### src/rtl/led_scan_controller.sv
// led_scan_controller: four-digit 7-segment multiplex scheduler.
// Cycles AN3->AN2->AN1->AN0 with a blanking interval at the start of each
// slot. A 16-bit display word is taken in through a valid/ready handshake
// and copied to the displayed word only at frame boundaries or while idle.
// Optional build macro: LEAD_ZERO_BLANK_EN (blank leading zero digits).
`timescale 1ns/1ps

module led_scan_controller #(
    parameter int PERIOD = 16,
    parameter int DEAD   = 2,
    parameter int CNT_W  = 16
) (
    input  logic        clk,
    input  logic        reset,
    input  logic        en,
    input  logic        load_valid,
    input  logic [15:0] load_data,
    output logic        load_ready,
    output logic        AN3,
    output logic        AN2,
    output logic        AN1,
    output logic        AN0,
    output logic [3:0]  digit,
    output logic        frame_tick
);

    typedef enum logic [1:0] {
        SLOT_AN3 = 2'd0,
        SLOT_AN2 = 2'd1,
        SLOT_AN1 = 2'd2,
        SLOT_AN0 = 2'd3
    } slot_t;

    localparam logic [CNT_W-1:0] LAST_CNT = CNT_W'(PERIOD - 1);
    localparam logic [CNT_W-1:0] DEAD_CNT = CNT_W'(DEAD);

    slot_t            slot_reg, slot_next;
    logic [CNT_W-1:0] cnt_reg, cnt_next;
    logic [15:0]      active_reg;
    logic [15:0]      shadow_reg;
    logic             pending_reg;

    logic             transfer;
    logic             accept;
    logic [3:0]       nib [4];
    logic [3:0]       blank;
    logic [3:0]       an_low;

    // Slot/counter state register
    always_ff @(posedge clk or posedge reset) begin
        if (reset) begin
            slot_reg <= SLOT_AN3;
            cnt_reg  <= '0;
        end else begin
            slot_reg <= slot_next;
            cnt_reg  <= cnt_next;
        end
    end

    // Next slot/count: count while enabled, park at AN3/0 while disabled
    always_comb begin
        slot_next = slot_reg;
        cnt_next  = cnt_reg;
        if (!en) begin
            slot_next = SLOT_AN3;
            cnt_next  = '0;
        end else if (cnt_reg == LAST_CNT) begin
            cnt_next = '0;
            case (slot_reg)
                SLOT_AN3: slot_next = SLOT_AN2;
                SLOT_AN2: slot_next = SLOT_AN1;
                SLOT_AN1: slot_next = SLOT_AN0;
                default:  slot_next = SLOT_AN3;
            endcase
        end else begin
            cnt_next = cnt_reg + 1'b1;
        end
    end

    assign frame_tick = en && (slot_reg == SLOT_AN0) && (cnt_reg == LAST_CNT);
    assign load_ready = !pending_reg;
    // A transfer empties the shadow; ready only rises afterwards, so an
    // accept can never land on the same edge as a transfer.
    assign transfer   = pending_reg && (frame_tick || !en);
    assign accept     = load_valid && !pending_reg;

    // Shadow/active double buffer and handshake
    always_ff @(posedge clk or posedge reset) begin
        if (reset) begin
            active_reg  <= '0;
            shadow_reg  <= '0;
            pending_reg <= 1'b0;
        end else if (transfer) begin
            active_reg  <= shadow_reg;
            pending_reg <= 1'b0;
        end else if (accept) begin
            shadow_reg  <= load_data;
            pending_reg <= 1'b1;
        end
    end

    // Per-slot nibble, blanking and anode decode; index 0 is AN3
    for (genvar gi = 0; gi < 4; gi++) begin : g_slot
        assign nib[gi]    = active_reg[15-4*gi -: 4];
        assign an_low[gi] = en && (slot_reg == slot_t'(gi)) &&
                            (cnt_reg >= DEAD_CNT) && !blank[gi];
    end

`ifdef LEAD_ZERO_BLANK_EN
    // lead_zero[i]: this nibble and every higher nibble are zero
    logic [3:0] lead_zero;
    for (genvar gi = 0; gi < 4; gi++) begin : g_lz
        if (gi == 0) begin : g_first
            assign lead_zero[gi] = (nib[gi] == 4'd0);
        end else begin : g_rest
            assign lead_zero[gi] = lead_zero[gi-1] && (nib[gi] == 4'd0);
        end
    end
    // The units digit is always shown
    assign blank = {1'b0, lead_zero[2:0]};
`else
    assign blank = 4'b0000;
`endif

    assign digit = nib[slot_reg];
    assign AN3   = !an_low[0];
    assign AN2   = !an_low[1];
    assign AN1   = !an_low[2];
    assign AN0   = !an_low[3];

endmodule

### config.mk
export PLATFORM = sky130hd
export DESIGN_NAME = led_scan_controller
export DESIGN_NICKNAME = d
export VERILOG_FILES = /design/src/rtl/led_scan_controller.sv
export SDC_FILE = /design/constraint.sdc
export NUM_CORES = 1
export LEC_CHECK = 0
export CORE_MARGIN = 5
export CORE_UTILIZATION = 30
export CTS_CLUSTER_DIAMETER = 30
export DETAILED_ROUTE_END_ITERATION = 12
export DONT_BUFFER_PORTS = 1
export GPL_TIMING_DRIVEN = 0
export PLACE_DENSITY = 0.54
export SYNTH_ARGS = -nofsm -noshare
export SYNTH_HDL_FRONTEND = slang
export SYNTH_SLANG_ARGS = --single-unit
### constraint.sdc
create_clock -name clk -period 1.94 [get_ports clk]
set_input_delay 0.485 -clock clk [delete_from_list [all_inputs] [get_ports clk]]
set_output_delay 0.485 -clock clk [all_outputs]
set_load 0.02 [all_outputs]
# After elaboration in Yosys (flattened, before gate mapping)
# Cells that the tools add are included.
dict set report word_totals {
  mem_count 0
  romBits 0
  in_bits 20
  ram_bits 0
  elab_cells 46
  regBits 51
  output_inout_bits 10
  latchBits 0
}
dict set report op_classes {
  reduce_logical 21
  add_sub_neg 1
  muxes 10
  n_bitwise 2
  shift 0
  n_eq_ne 5
  mul 0
  magnitude_cmp 2
  div 0
}
# operator count
set ops {}
lappend ops {{16-bit 2-to-1 mux} 2}
lappend ops {{16-bit by 1-bit adder with 16-bit output, second input constant} 1}
lappend ops {{16-bit by 4-bit equality test with 1-bit output, second input constant} 1}
lappend ops {{16-bit by 2-bit >= comparator with 1-bit output, second input constant} 1}
lappend ops {{1-bit logical AND} 11}
lappend ops {{4-bit binary-select mux with 2-bit select} 1}
lappend ops {{4-bit 2-to-1 mux} 2}
lappend ops {{1-bit zero test} 6}
lappend ops {{2-bit one-hot mux with 3 select lines} 1}
lappend ops {{2-bit equality test, second input constant} 2}
lappend ops {{2-bit 2-to-1 mux} 2}
lappend ops {{3-bit >= comparator, second input constant} 1}
lappend ops {{2-bit NOT with 3-bit output} 1}
lappend ops {{2-bit by 1-bit equality test with 1-bit output, second input constant} 1}
lappend ops {{2-bit zero test} 1}
lappend ops {{1-bit 2-to-1 mux} 2}
lappend ops {{2-bit by 1-bit != test with 1-bit output, second input constant} 1}
lappend ops {{2-bit AND reduction} 1}
lappend ops {{2-bit nonzero test} 1}
lappend ops {{1-bit logical OR} 1}
lappend ops {{1-bit NOT} 1}

# Depth between registers and ports, before layout
# Gate-level depths: netlist (run 1).
dict set report logic_depth {
  depth_word 7
  mapped_depth 6
  depth_no_buf 5
}

# Worst setup path before layout (run 1)
# No wires, ideal clock.
dict set report synth_timing {
  path_kind {reg-to-reg}
  from {reg slot_reg[1]}
  to {reg active_reg[0]}
  slack_ns 0.072
  path_buffers 1
  stages_incl_launch_ff 7
  t_required_ns 1.815
  arrival_ns 1.743
  path_cell_list {dfrtp_1 > ha_1 > and4_1 > and4_4 > o21ai_4 > buf_6 > mux2_4}
}
dict set report synth_via {
  elab_chain_cells 5
}
# item line_no
set synth_lines {}
lappend synth_lines {{start, declared} 37} ;# slot_t slot_reg, slot_next;
lappend synth_lines {{start signal, assigned} 55} ;# slot_reg <= slot_next;
lappend synth_lines {{2-bit equality test} 80} ;# assign frame_tick = en && (slot_reg == SLOT_AN0) && (cnt_reg == LAST_CNT);
lappend synth_lines {{1-bit logical AND (2 in a row)} 80}
lappend synth_lines {{1-bit logical OR} 84} ;# assign transfer = pending_reg && (frame_tick || !en);
lappend synth_lines {{1-bit logical AND} 84}
lappend synth_lines {{end signal, assigned} 94} ;# active_reg <= shadow_reg;
lappend synth_lines {{end, declared} 39} ;# logic [15:0] active_reg;
# No other way between the ends.
# A chain may end at the register's enable or synchronous reset.

# Worst setup path after layout (run 1)
dict set report layout_timing {
  from {reg cnt_reg[8]}
  to {out frame_tick}
}
dict set report layout_via {
  elab_chain_cells 2
}
# item line_no
set layout_lines {}
lappend layout_lines {{start, declared} 38} ;# logic [CNT_W-1:0] cnt_reg, cnt_next;
lappend layout_lines {{start signal, assigned} 56} ;# cnt_reg <= cnt_next;
lappend layout_lines {{16-bit by 4-bit equality test with 1-bit output} 80}
lappend layout_lines {{1-bit logical AND} 80}
lappend layout_lines {{end, declared} 24} ;# output logic frame_tick
# No other way between the ends.

==> results of run 1 <==
-- worst max-delay path, cell delays in order (launching register included) --
cell and delay [ns]:
dfrtp_2 0.45, nor4_4 0.39, nand4_1 0.23, nor2_4 0.21
-- cell families (layout without fill, tap and decap cells) --
| kind of cell | after synthesis | in the layout |
|---|---|---|
| buffers and inverters | 15 | 46 |
| adders and majority gates | 6 | 6 |
| and+or+nand+nor | 56 | 56 |
| xor gates and xnor gates | 13 | 13 |
| DFF | 51 | 51 |
| AOI/OAI and AO/OA | 6 | 6 |
| muxes | 37 | 37 |
-- cells in the mapped netlist, drive strengths merged --
library cell   n
nand4          3
dfrtp         51
nor2b          1
and4           2
xnor2         11
and3           1
mux2i          1
nor4           8
ha             6
nand3          6
a21oi          1
o21ai          2
nand2          9
or3            2
or2            1
xor2           2
a41oi          1
clkbuf         2
mux2          32
buf            3
mux4           4
nor2          19
nor3           4
a211oi         1
o21bai         1
inv           10
-- metrics by stage --
| step | TNS, ns | hold slack, ns | utilization, % | instances | setup slack [ns] |
|---|---|---|---|---|---|
| after global placement | -21.95 | 0.486 | 32.4 | 286 | -0.391 |
| after global routing | -2.78 | 0.298 | 38.7 | 317 | -0.258 |
| final | -1.23 | 0.295 | 38.7 | 317 | -0.136 |
| after floorplan | 0 | 0.473 | - | 184 | 0.0716 |
| after detailed placement | -2.00 | 0.333 | 32.7 | 287 | -0.181 |
| after CTS | -0.852 | 0.285 | 37.5 | 312 | -0.135 |
-- cell usage in the layout, fill, tap and decap left out, drive strengths merged, types with 2 or more instances in the layout --
cell | synthesis | layout
dfrtp | 51 | 51
and4 | 2 | 2
mux4 | 4 | 4
xor2 | 2 | 2
nor3 | 4 | 4
nand2 | 9 | 9
bufinv | 0 | 2
nor2 | 19 | 19
clkbuf | 2 | 8
o21ai | 2 | 2
buf | 3 | 25
nand4 | 3 | 3
inv | 10 | 10
nand3 | 6 | 6
or3 | 2 | 2
ha | 6 | 6
nor4 | 8 | 8
mux2 | 32 | 32
xnor2 | 11 | 11
-- power by group --
part | leakage [nW] | internal, mW | switching (mW)
Sequential | 0.624 | 1.29 | 0.125
Clock | 0.0654 | 0.516 | 0.366
Combinational | 0.559 | 0.345 | 0.215
-- area by class of cell --
class,instances,area share (%)
multi-input combinational,118,37.8
sequential,51,43.0
buffer,5,1.84
clock inverter,2,2.01
timing repair buffer,23,7.37
clock buffer,6,2.43
tap,102,4.27
inverter,10,1.26
-- worst paths after layout --
path	from	to	slack, ns	cells after the start
setup / recovery	cnt_reg[8]$_DFF_PP0_	frame_tick	-0.14	3
hold / removal	en	pending_reg$_DFFE_PP0P_	0.29	2
setup reg to reg	cnt_reg[0]$_DFF_PP0_	active_reg[9]$_DFFE_PP0P_	-0.06	7
hold reg to reg	shadow_reg[3]$_DFFE_PP0P_	active_reg[3]$_DFFE_PP0P_	0.51	1
max in group asynchronous	reset	cnt_reg[13]$_DFF_PP0_	0.86	3
min in group asynchronous	reset	slot_reg[0]$_DFFE_PP0P_	0.56	2
-- routing by layer --
metal / share of wire, % / global-route usage, %
met3: 6.0 / 3.89
met5: 0 / 0
met2: 47 / 16.9
met4: 1.4 / 3.57
met1: 46 / 13.0
-- timing repair --
| item | CTS | global route |
|---|---|---|
| pin swaps | 12 | 6 |
| setup endpoints to repair | 25 | 36 |
| gates resized for setup | 25 | 13 |
| setup buffers | 16 | 5 |
| hold buffers | 1 | 0 |
| cloned | 0 | 1 |
| hold endpoints to repair | 10 | 0 |
==> results.md, run 1 <==
- Hold Crit Class: in -> reg
- Pleak: 1.25 nW
- Total number of vias: 1467
- Initial antenna violation count: 0
- CTS Buf Count: 5
- Core area: 7730 um^2
- Mapped cell area: 2380 um^2
- WP data required: 1.45 ns
- Mapped Cells: 184
- Crit path capture type: primary output
- Wire per inst: 15.2 um
- Worst Clk Skew: 0.00740 ns
- Status: complete, but fails checks
- Root Buffer: clkbuf_8
- Sequential-to-total area share from yosys stat: 53.7%
- Startpoint class of the critical path: register
- Vias per std cell: 4.63
- Tot GR Track Use: 10.5%
- Row count: 32
- Die Width: 99.0 um
- Adder-Cell Fraction of Synth Area: 3.16%
- Clock Latency Late Sink: 0.31 ns
- Multi-input gate area: 1130 um^2
- Worst-path clk slew: 0.10 ns
- RSZ-0062 raised after global routing: true
- Crit path kind: reg -> out
- Post-synth top area share: 53.7%
- Number of DRC markers in iteration 0: 35
- Complex-gate fraction of the synthesized area: 2.10%
- Htree depth: 2
- Final Critical Period: 2.08 ns
- Placed Area: 2530 um^2
- Fillers: 736
- Routability Congestion: 0.718
- Final instance area: 2990 um^2
- Largest family of logic cells by synthesized area: multiplexers
- CTS Sinks: 51
- Die height: 99.0 um
- Post-synth top area cell: dfrtp_1
- TritonRoute pass-1 iters: 4
- Initial core utilization: 30.8%
- Die Area: 9810 um^2
- Area Overhead vs Synth: 25.7%
- Wirelength, routed: 4830 um
- Synth Area in Simple Gates: 12.6%
- Grt ovf: 0
- Synthesized area per cell: 12.9 um^2
- Post-Syn Nets: 210
- Number of synthesis warnings: 0
- Library cells used by synthesis: 32
- Hold Violations, Final: 0
- Max-cap violations: 0
- I/O Pins: 30
- Final setup margin: -0.136 ns
- Port bufs: 0
- WP data arrival: 1.59 ns
- Fin nets: 240
- Worst-path fanout max: 4
- Setup Viol. Count Final: 25
- Number of global-route vias before repair: 1569
- Deepest clock path buffer count: 2
- PwrDens: 955 nW/um^2
- Detail Route Antenna Nets: 0
- Post-DP HPWL: 3200 um
- Ant. Diodes: 0
- Fin crit share: 107%
- DRC: 0
- Failing checks: negative setup slack
- Post-synthesis xor/xnor area fraction: 4.79%
- Peak supply drop: 0.597 mV
- Global-route wire length before repair: 8030 um
- Pin count of the biggest net entering global routing: 42
- CTS tree: done
- Multiplexer area fraction after synthesis: 20.9%
- Synth Register Bits: 51
- Fin. max-slew vios: 0
- Synth area leaders: dfrtp_1 (54%), mux2_2 (10%), mux2_4 (6.3%)
- Pwr Total: 2.85 mW
- Proportion of layout cells with a drive suffix above 1: 44.2%
- Worst slew pin tran: 0.367 ns
- Slew HR: 75.4%
- FF+latch area: 1280 um^2
- Fmax: 0.482 GHz
Power figures use the tool's default switching activity.
==> run 2: changes to the inputs <==
- CORE_UTILIZATION: 30 -> 49
- CTS_CLUSTER_DIAMETER: 30 -> unset
- DONT_BUFFER_PORTS: 1 -> unset
- PLACE_DENSITY: 0.54 -> 0.84
==> results.md, run 2 (same netlist as run 1, synthesis figures left out) <==
- Pin count of the biggest net entering global routing: 41 (-2.4%)
- Worst-path fanout max: 4 (unchanged)
- Peak supply drop: 0.678 mV (+14%)
- Row count: 25 (-22%)
- Root Buffer: clkbuf_8
- CP cell instances: nor4_4 -> buf_4 -> a41oi_4 -> nand2_1 -> buf_6
- Routability Congestion: 0.771 (+7.3%)
- Startpoint class of the critical path: register
- Placed Area: 2770 um^2 (+9.8%)
- PwrDens: 861 nW/um^2 (-9.8%)
- CTS Buf Count: 5 (unchanged)
- Fin nets: 272 (+13%)
- Deepest clock path buffer count: 2 (unchanged)
- Setup_tns: -1.26 ns (-0.0279 ns)
- Final Critical Period: 2.13 ns (+0.0521 ns)
- Detail Route Antenna Nets: 0 (unchanged)
- Grt ovf: 0 (unchanged)
- Setup Viol. Count Final: 14 (-44%)
- TritonRoute pass-1 iters: 4 (unchanged)
- Final instance area: 3210 um^2 (+7.3%)
- Global-route wire length before repair: 8450 um (+5.2%)
- Post-DP HPWL: 3090 um (-3.5%)
- Proportion of layout cells with a drive suffix above 1: 43.3% (-0.87 points)
- Die Width: 79.7 um (-20%)
- Initial core utilization: 50.4% (+20 points)
- Clock Latency Late Sink: 0.30 ns (about the same)
- Ant. Diodes: 0 (unchanged)
- CTS Sinks: 51 (unchanged)
- Most common cell after layout, fill and taps aside: dfrtp_1
- Fmax: 0.470 GHz (-2.4%)
- Slowest cell on the critical path: dfrtp_2
- DRC: 0 (unchanged)
- Die Area: 6350 um^2 (-35%)
- Crit path max-delay family: simple AND/OR/NAND/NOR gates
- Failing checks: negative setup slack
- Worst Clk Skew: 0.0136 ns (+0.00617 ns)
- Initial antenna violation count: 0 (unchanged)
- Hold Violations, Final: 0 (unchanged)
- Area Overhead vs Synth: 34.8%
- Hold Crit Class: in -> async
- Worst slew pin tran: 0.315 ns (-0.0519 ns)
- Number of global-route vias before repair: 1713 (+9.2%)
- Final Core Density: 67.9% (+29 points)
- Die height: 79.7 um (-20%)
- Slew HR: 78.8% (+3.4 points)
- Number of DRC markers in iteration 0: 83 (+140%)
- Number of buffers and inverters on the critical path: 2 (+2)
- Pleak: 1.36 nW (+8.7%)
- WP data arrival: 1.64 ns (+0.05 ns)
- Port bufs: 29 (+29)
- Final setup margin: -0.188 ns (-0.0521 ns)
- Total number of vias: 1642 (+12%)
- Tot GR Track Use: 17.4% (+6.9 points)
- Vias per std cell: 5.23 (+13%)
- CTS Hold Buffers Added: 0 (-1)
- Htree depth: 2 (unchanged)
- CTS tree: done
- Wirelength, routed: 5220 um (+8.2%)
- Wire per inst: 16.6 um (+9.2%)
- RSZ-0062 raised after global routing: true
- WP data required: 1.45 ns (about the same)
- Pre-CTS setup slack: -0.723 ns (-0.541 ns)
- Worst-path clk slew: 0.10 ns (about the same)
- Fin crit share: 110% (+2.7 points)
- Status: complete, but fails checks
- Fin. max-slew vios: 0 (unchanged)
- Crit path capture type: primary output
- CP max stage delay: 0.44 ns (about the same)
- Inst Count DP: 281 (-2.1%)
- Most frequent cells in the layout: dfrtp_1 (45), mux2_2 (22), buf_4 (21), nor2_1 (19), clkdlybuf4s50_1 (19)
- Max-cap violations: 0 (unchanged)
- I/O Pins: 30 (unchanged)
- Core area: 4720 um^2 (-39%)
- Non-Filler Instances: 314 (-0.95%)
- Crit path kind: reg -> out
-- run 2: through the flow --
stage	hold WS [ns]	total power [mW]
global route	0.455	2.89
global placement	0.484	2.02
CTS	0.440	2.76
detailed placement	0.494	2.06
finish	0.436	2.76
floorplan	0.473	1.83
-- run 2: path summary, 6_finish.rpt --
kind,slack [ns],startpoint,depth (start not counted),end
max reg2reg,-0.03,slot_reg[0]$_DFFE_PP0P_,8,active_reg[2]$_DFFE_PP0P_
max,-0.19,cnt_reg[5]$_DFF_PP0_,5,AN1
max in group asynchronous,0.99,reset,3,cnt_reg[11]$_DFF_PP0_
min reg2reg,0.51,shadow_reg[3]$_DFFE_PP0P_,1,active_reg[3]$_DFFE_PP0P_
min,0.44,reset,2,shadow_reg[6]$_DFFE_PP0P_
min in group clk,0.51,shadow_reg[3]$_DFFE_PP0P_,1,active_reg[3]$_DFFE_PP0P_
-- run 2: power by group --
| part | switching, mW | internal (mW) |
|---|---|---|
| Clock | 0.353 | 0.292 |
| Combinational | 0.247 | 0.440 |
| Sequential | 0.142 | 1.29 |
-- run 2: area by class of cell --
cell class / instances / area (um^2)
Tap cell: 67 / 83.8
Multi-Input combinational cell: 118 / 1130
Clock inverter: 2 / 16.3
Fill cell: 306 / 1520
Clock buffer: 6 / 82.6
Sequential cell: 51 / 1280
Inverter: 10 / 37.5
Buffer: 5 / 51.3
Timing Repair Buffer: 55 / 523
-- run 2: per-layer routing --
layer  GRT usage, %  vias up  share of wire (%)
met5              0        -                  0
met4           6.53        0                2.2
met3           3.72        9                4.6
met2           28.6       52                 49
met1           22.6      813                 44
li1               -      768                  -
-- run 2: what timing repair did --
| item | 4_1_cts | 5_1_grt |
|---|---|---|
| setup buffers | 17 | 8 |
| gates resized for setup | 85 | 5 |
| gates cloned | 1 | 0 |
| setup endpoints to repair | 28 | 38 |
| pin swaps | 13 | 8 |
